--- src/rtl/multi_mole_detector.sv ---
// multi_mole_detector
//
// Purpose:
//   Tracks N_MOLES independent mole channels. Each channel arms when its mole
//   lights up. It then reports a hit when its button is pressed, or a miss when
//   the window ends. A window ends on a led_toggle pulse, when the mole goes
//   dark, or when the optional cycle timeout expires. Three saturating score
//   counters total the hits, misses and wrong presses. The block sits between
//   the LED/mole generator plus the button debouncers and the scoring/display
//   logic.
//
// Parameters:
//   N_MOLES      number of mole/LED/button channels
//   TIMEOUT_CYC  per-channel window in clock cycles, 0 = no cycle timeout
//   CNT_W        width of each saturating score counter
//
// Configuration macro:
//   MULTI_MOLE_WRONG_PRESS_EN  when defined, presses on unarmed channels are
//                              reported on wrong_vec_o and counted in
//                              wrong_count_o. When undefined, both outputs are
//                              tied to 0 and those presses are ignored.
//
// Ports:
//   clk_i            system clock, all logic on the rising edge
//   rst_ni           asynchronous active-low reset
//   led_toggle_i     1-cycle timer pulse that ends every armed window
//   active_onehot_i  level, bit i high while mole i is lit
//   btn_edge_i       debounced rising-edge pulses, one per button
//   clr_counts_i     synchronous clear of all score counters
//   armed_o          level, channel i is waiting for a hit
//   hit_vec_o        1-cycle pulse per channel on a correct hit
//   miss_vec_o       1-cycle pulse per channel on window expiry
//   wrong_vec_o      1-cycle pulse per channel on a press while not armed
//   hit_pulse_o      OR of hit_vec_o
//   miss_pulse_o     OR of miss_vec_o
//   hit_count_o      saturating hit total
//   miss_count_o     saturating miss total
//   wrong_count_o    saturating wrong-press total
module multi_mole_detector #(
    parameter int N_MOLES     = 10,
    parameter int TIMEOUT_CYC = 0,
    parameter int CNT_W       = 8
) (
    input  logic               clk_i,
    input  logic               rst_ni,
    input  logic               led_toggle_i,
    input  logic [N_MOLES-1:0] active_onehot_i,
    input  logic [N_MOLES-1:0] btn_edge_i,
    input  logic               clr_counts_i,
    output logic [N_MOLES-1:0] armed_o,
    output logic [N_MOLES-1:0] hit_vec_o,
    output logic [N_MOLES-1:0] miss_vec_o,
    output logic [N_MOLES-1:0] wrong_vec_o,
    output logic               hit_pulse_o,
    output logic               miss_pulse_o,
    output logic [CNT_W-1:0]   hit_count_o,
    output logic [CNT_W-1:0]   miss_count_o,
    output logic [CNT_W-1:0]   wrong_count_o
);

    typedef enum logic [1:0] {
        IDLE  = 2'd0,
        ARMED = 2'd1,
        DONE  = 2'd2,
        COOL  = 2'd3
    } chanState_e;

    localparam int AGE_W = (TIMEOUT_CYC > 1) ? $clog2(TIMEOUT_CYC) : 1;
    localparam int SUM_W = CNT_W + $clog2(N_MOLES + 1);
    localparam logic [AGE_W-1:0] AGE_LAST =
        AGE_W'((TIMEOUT_CYC > 0) ? (TIMEOUT_CYC - 1) : 0);
    localparam logic [CNT_W-1:0] CNT_MAX = {CNT_W{1'b1}};
    localparam bit TIMEOUT_EN = (TIMEOUT_CYC != 0);

    chanState_e         state_q [N_MOLES];
    chanState_e         state_d [N_MOLES];
    logic [AGE_W-1:0]   age_q   [N_MOLES];
    logic [AGE_W-1:0]   age_d   [N_MOLES];
    logic [N_MOLES-1:0] hit_d, hit_q;
    logic [N_MOLES-1:0] miss_d, miss_q;
    logic [CNT_W-1:0]   hit_count_d, hit_count_q;
    logic [CNT_W-1:0]   miss_count_d, miss_count_q;

    // The sum is computed at a wider width so that adding a full vector of
    // pulses can be detected as overflow and clamped, never wrapped.
    function automatic logic [CNT_W-1:0] satAdd(input logic [CNT_W-1:0]   cur,
                                                 input logic [N_MOLES-1:0] pulses);
        logic [SUM_W-1:0] sum;
        sum = SUM_W'(cur);
        for (int k = 0; k < N_MOLES; k++) begin
            sum = sum + SUM_W'(pulses[k]);
        end
        if (sum > SUM_W'(CNT_MAX)) begin
            return CNT_MAX;
        end
        return sum[CNT_W-1:0];
    endfunction

    // Per-channel next state. The button test comes first, so a press in the
    // same cycle as led_toggle counts as a hit. DONE lasts exactly one cycle.
    // COOL holds the channel off until its mole goes dark, so the same lit
    // period cannot arm the channel a second time.
    always_comb begin
        hit_d  = '0;
        miss_d = '0;
        for (int i = 0; i < N_MOLES; i++) begin
            state_d[i] = state_q[i];
            age_d[i]   = age_q[i];
            case (state_q[i])
                IDLE: begin
                    if (active_onehot_i[i]) begin
                        state_d[i] = ARMED;
                        age_d[i]   = '0;
                    end
                end
                ARMED: begin
                    if (btn_edge_i[i]) begin
                        state_d[i] = DONE;
                        hit_d[i]   = 1'b1;
                    end else if (led_toggle_i || !active_onehot_i[i] ||
                                 (TIMEOUT_EN && (age_q[i] == AGE_LAST))) begin
                        state_d[i] = DONE;
                        miss_d[i]  = 1'b1;
                    end else begin
                        age_d[i] = age_q[i] + AGE_W'(1);
                    end
                end
                DONE: begin
                    state_d[i] = active_onehot_i[i] ? COOL : IDLE;
                end
                COOL: begin
                    if (!active_onehot_i[i]) begin
                        state_d[i] = IDLE;
                    end
                end
                default: begin
                    state_d[i] = IDLE;
                end
            endcase
        end
    end

    // A reset in the middle of a window simply drops it, with no miss pulse.
    always_ff @(posedge clk_i or negedge rst_ni) begin
        if (!rst_ni) begin
            for (int i = 0; i < N_MOLES; i++) begin
                state_q[i] <= IDLE;
                age_q[i]   <= '0;
            end
            hit_q  <= '0;
            miss_q <= '0;
        end else begin
            for (int i = 0; i < N_MOLES; i++) begin
                state_q[i] <= state_d[i];
                age_q[i]   <= age_d[i];
            end
            hit_q  <= hit_d;
            miss_q <= miss_d;
        end
    end

    always_comb begin
        armed_o = '0;
        for (int i = 0; i < N_MOLES; i++) begin
            armed_o[i] = (state_q[i] == ARMED);
        end
    end

    // The counters absorb the registered pulses while those pulses are visible.
    // A clear wins over an increment in the same cycle.
    always_comb begin
        hit_count_d  = clr_counts_i ? '0 : satAdd(hit_count_q, hit_q);
        miss_count_d = clr_counts_i ? '0 : satAdd(miss_count_q, miss_q);
    end

    always_ff @(posedge clk_i or negedge rst_ni) begin
        if (!rst_ni) begin
            hit_count_q  <= '0;
            miss_count_q <= '0;
        end else begin
            hit_count_q  <= hit_count_d;
            miss_count_q <= miss_count_d;
        end
    end

    assign hit_vec_o    = hit_q;
    assign miss_vec_o   = miss_q;
    assign hit_pulse_o  = |hit_q;
    assign miss_pulse_o = |miss_q;
    assign hit_count_o  = hit_count_q;
    assign miss_count_o = miss_count_q;

`ifdef MULTI_MOLE_WRONG_PRESS_EN
    logic [N_MOLES-1:0] wrong_d, wrong_q;
    logic [CNT_W-1:0]   wrong_count_d, wrong_count_q;

    // Any press on a channel that is not armed counts as a wrong press. This
    // includes presses while the channel is in DONE or COOL.
    always_comb begin
        wrong_d = '0;
        for (int i = 0; i < N_MOLES; i++) begin
            wrong_d[i] = btn_edge_i[i] && (state_q[i] != ARMED);
        end
        wrong_count_d = clr_counts_i ? '0 : satAdd(wrong_count_q, wrong_q);
    end

    always_ff @(posedge clk_i or negedge rst_ni) begin
        if (!rst_ni) begin
            wrong_q       <= '0;
            wrong_count_q <= '0;
        end else begin
            wrong_q       <= wrong_d;
            wrong_count_q <= wrong_count_d;
        end
    end

    assign wrong_vec_o   = wrong_q;
    assign wrong_count_o = wrong_count_q;
`else
    assign wrong_vec_o   = '0;
    assign wrong_count_o = '0;
`endif

endmodule
--- config.mk ---
export PLATFORM = sky130hd
export DESIGN_NAME = multi_mole_detector
export DESIGN_NICKNAME = d
export VERILOG_FILES = /design/src/rtl/multi_mole_detector.sv
export SDC_FILE = /design/constraint.sdc
export NUM_CORES = 1
export LEC_CHECK = 0
export ABC_AREA = 1
export CAP_MARGIN = 20
export CORE_UTILIZATION = 51
export CTS_CLUSTER_DIAMETER = 100
export CTS_CLUSTER_SIZE = 30
export DETAILED_ROUTE_END_ITERATION = 16
export PLACE_DENSITY = 0.82
export SLEW_MARGIN = 20
export SYNTH_ARGS = -nofsm -noshare
export SYNTH_HDL_FRONTEND = slang
export SYNTH_SLANG_ARGS = --single-unit
export TNS_END_PERCENT = 1
--- constraint.sdc ---
create_clock -name clk_i -period 6.85 [get_ports clk_i]
set_input_delay 1.37 -clock clk_i [delete_from_list [all_inputs] [get_ports clk_i]]
set_output_delay 1.37 -clock clk_i [all_outputs]
set_load 0.02 [all_outputs]
== Word-level counts from Yosys, hierarchy flattened ==
Cells that the tools add are included.
Storage, ports and cells
  logic and storage cells: 256
  register bits after elaboration: 56
Operators by class
  add/sub/neg operators: 20
  eq/ne operators: 60
  muxes and demuxes: 118
  magnitude comparators: 2
  reductions and logical operators: 42
Operators with widths (number)
  $add A12 B1 Y12: 12
  $mux W2: 50
  $pmux W2 S4: 10
  $mux W1: 52
  $mux W8: 6
  $eq A2 B2 Y1 const B: 20
  $ne A2 B2 Y1 const B: 20
  $ne A3 B2 Y1 const B: 10
  $reduce_and A3 Y1: 10
  $add A11 B1 Y12: 2
  $gt A12 B8 Y1 const B: 2
  $add A10 B1 Y11: 2
  $add A9 B1 Y10: 2
  $eq A2 B1 Y1 const B: 10
  $logic_not A2 Y1: 10
  $reduce_or A10 Y1: 2
  $add A8 B1 Y9: 2
  $logic_not A1 Y1: 10
  $logic_or A1 B1 Y1: 10

== Longest topological paths before layout ==
  word-level depth: 14
  mapped depth: 14
  depth with buffers taken out: 14

== Worst setup path before layout ==
No wires, ideal clock.
  kind: register to register
  start point: register miss_q[0], in the netlist miss_vec_o[0]
  end point: register miss_count_q[6], in the netlist miss_count_o[6]
  path buffers: 0
  stages on the path, launching flop included: 13
  arrival time: 3.096 ns
  setup slack: 3.633 ns
  path through: dfrtp_1 > fa_1 > inv_1 > fa_1 > fa_1 > fa_1 > inv_1 > fa_1 > nand3_1 > nand2_2 > nand3_1 > nor3_1 > nor2_1
Between the ends
  cells in the longest elaborated chain, start to end: 14
RTL lines
  from (decl): line 80  | logic [N_MOLES-1:0] miss_d, miss_q;
  from (signal assigned): line 158  | miss_q <= miss_d;
  $add A8 B1 Y9 (*): line 91  | sum = sum + SUM_W'(pulses[k]);
  $add A9 B1 Y10 (*): line 91
  $add A10 B1 Y11 (*): line 91
  $add A11 B1 Y12 (*): line 91
  $add A12 B1 Y12 (*) (6 in a row): line 91
  $gt A12 B8 Y1: line 93  | if (sum > SUM_W'(CNT_MAX)) begin
  $mux W1: line 93
  $mux W8 (*): line 96  | return sum[CNT_W-1:0];
  $mux W8 (*): line 173  | miss_count_d = clr_counts_i ? '0 : satAdd(miss_count_q, miss_q);
  named net miss_count_d[6]: line 82  | logic [CNT_W-1:0] miss_count_d, miss_count_q;
  to (signal assigned): line 182  | miss_count_q <= miss_count_d;
  to (decl): line 82
Mark *: on every way through the listed nets, which the timed path passes. The rest lies on a longest branch.
A chain may end at the register's enable or synchronous reset.

== Worst setup path after layout ==
  start point: register miss_q[0], in the netlist miss_vec_o[0]
  end point: register miss_count_q[5], in the netlist miss_count_o[5]
The elaborated chain is that of the path after synthesis.

==> impl_metrics.ini <==
[worst_setup_path]
critPathArrivalTime_ns = 3.60
crit_path_end_kind = flop
crit_start = miss_vec_o[0]
critical_path.max_fanout = 7
cpMaxStageDelayCell = fa_1
cp-start-kind = flop
cpPeakStageDelay_ns = 0.55
required_ns = 7.11
path_class = reg2reg
path_cells = fa_1, inv_1, fa_1, fa_1, fa_1, inv_1, fa_1, nand3_1, nand2_2, nand4_4, nand3_1, nand2_1, inv_1
cp_top_family = adder cells
path_buf_inv = 3
r2r-start = miss_vec_o[0]
cp_common_cell = fa_1

[timing]
worstMarginPinSlew_ns = 0.695
tns_ns = 0
skew_ns = 0.00251
slew_headroom = 0.537
min_period_ns = 3.34
slew_violations = 0
hold_violations = 0
fmax_ghz = 0.300
fin_crit_sh = 0.487
rsz0062_at_grt = false
setup_viol = 0
setup_slack_ns = 3.51

[power_and_ir_drop]
netSwitchingFraction = 0.360
sequentialPowerShare = 0.417
powerDensity_nw_per_um2 = 249
pwr-share-clk = 0.198
p_leak_nw = 2.05
ir_drop_v = 0.000161
p_sw_mw = 0.350
power.internal_mw = 0.622
p_total_mw = 0.972
power_frac_comb = 0.386

[min_path]
holdCritStartpoint = state_q[16]
worstHoldPathType = reg2reg

[global_route]
grt_pass1_wl_um = 10600
grt-ovfl-total = 0
antenna_found_initial = 0
grt_pass1_vias = 2380
grt_start_max_net_pins = 57
grt_usage = 0.221

[routing]
drt_iter0_markers = 64
wl_per_cell_um = 12.7
dr.pass1.iters = 4
viasPerCell = 4.79
post-route-drc-count = 0
routed_wl_um = 6260
num_vias = 2367
final_antenna_net_count = 0

[logic_synthesis]
ys.flop_type = dfrtp_1
post-synth-top-count-cell = inv_1
synth-edff-count = 0
synth_common_cells = inv_1 (85), dfrtp_1 (56), nand2_1 (42)
seq_area_frac_synth = 0.455
synthCells = 345
synth.area.top_cells = dfrtp_1 (46%), inv_1 (10%), fa_1 (9.1%)
ys_types = 22
syn-cell-area_um2 = 3080
synth_area_per_cell_um2 = 8.93
synthDominantCellAreaShare = 0.455
synth_seq_cells = 56
synth_top_area_cell = dfrtp_1
yosysWarnings = 0
async_flop_share = 1.00

[die]
ios = 90
core-area_um2 = 5680
start_util = 0.543
dieWidth_um = 79.7
die_y_um = 79.7
std_cell_rows = 27
die_area_um2 = 6350

[status]
status = completed

[clock_tree]
post_cts_buffers = 0
clk_path_buf_depth = 2
ctsHoldBuffers = 0
cts_tree = built
clockRootBuffer = clkbuf_8
cts_buffers = 5
clkSinkCount = 56
htree_levels = 2
path_clk_slew_ns = 0.10
clk_latency_ns = 0.31
cts.repair.resized = 0

[layout]
utilization = 0.687
regArea_um2 = 1400
final_area_um2 = 3900
num_antenna_cells = 0
area_growth_syn_to_layout_pct = 26.7
nets = 471
drive_gt1_frac = 0.0450
nFillCells = 469
multiInputGateArea_um2 = 1280

[place]
placed_area_um2 = 3800
io_buffer_count = 71
dp_slack_ns = 3.53
dp_hpwl_um = 4920
gp_congestion = 0.813

[job]
drv_cap = 0
## routing by layer
layer,vias to the layer above,GRT usage,wire length (um)
li1,1166,-,-
met1,1125,0.257,2590
met2,65,0.375,3080
met3,11,0.0731,445
met4,0,0.0836,142
met5,-,0,0
## area by class of cell
class	count	share of cell area
Sequential cell	56	0.359
Multi-Input combinational cell	201	0.328
Timing Repair Buffer	72	0.183
Tap cell	72	0.0231
Inverter	85	0.0818
Clock inverter	2	0.00385
Clock buffer	6	0.0212
## worst paths after layout
kind	to	slack, ns	depth (start not counted)
max in group asynchronous	hit_vec_o[6]	5.21	2
setup reg to reg	miss_count_o[5]	3.51	13
min in group asynchronous	miss_count_o[7]	1.17	2
hold reg to reg	hit_vec_o[1]	0.53	2
hold / removal	hit_vec_o[1]	0.53	2
setup / recovery	miss_count_o[5]	3.51	13
## stage by stage
step | hold slack, ns | cells
3_3_place_gp | 0.502 | 486
3_5_place_dp | 0.511 | 486
6_report | 0.530 | 494
4_1_cts | 0.534 | 494
5_1_grt | 0.559 | 494
2_1_floorplan | 0.483 | 362
## logic make-up (layout without fill, tap and decap cells)
logic type / Yosys count / count (layout) / share of synthesized area
simple gates: 115 / 115 / 0.172
buf+inv: 105 / 165 / 0.150
flops: 56 / 56 / 0.455
compound gates: 36 / 36 / 0.0642
fa+ha+maj: 26 / 26 / 0.140
xor+xnor: 6 / 6 / 0.0171
other cells: 1 / 18 / 0.00122
## power groups by stage
stage	Combinational, mW	Clock, mW	Sequential, mW
2_1_floorplan	0.215	0	0.435
3_3_place_gp	0.365	0	0.410
3_5_place_dp	0.377	0	0.412
4_1_cts	0.380	0.198	0.406
5_1_grt	0.424	0.210	0.411
6_report	0.375	0.192	0.405
## cells in the final DEF, fill, tap and decap left out
| master | instances |
|---|---|
| nand2_1 | 42 |
| inv_1 | 85 |
| nand2_2 | 4 |
| buf_2 | 1 |
| nand3_1 | 20 |
| clkbuf_8 | 6 |
| nor2_2 | 1 |
| nor2_1 | 29 |
| o21bai_1 | 4 |
| conb_1 | 18 |
| buf_4 | 1 |
| fa_1 | 14 |
| nor4_1 | 2 |
| a21oi_2 | 2 |
| xnor2_1 | 6 |
| dfrtp_1 | 56 |
| nand4_4 | 2 |
| nand4_1 | 2 |
| clkinvlp_4 | 2 |
| ha_1 | 12 |
| a21oi_1 | 24 |
| o21ai_0 | 6 |
| clkdlybuf4s50_1 | 70 |
| nor3_1 | 13 |
## registers in the layout (all words and copies together), names as in the netlist
name          flops
miss_vec_o       10
hit_count_o       8
state_q          20
miss_count_o      8
hit_vec_o        10
## tightest hold or removal path: stages, from the launching register on
cell and delay, ns:
dfrtp_1 0.33, nand2_1 0.07, nor2_1 0.09
(Power assumes the default switching activity.)
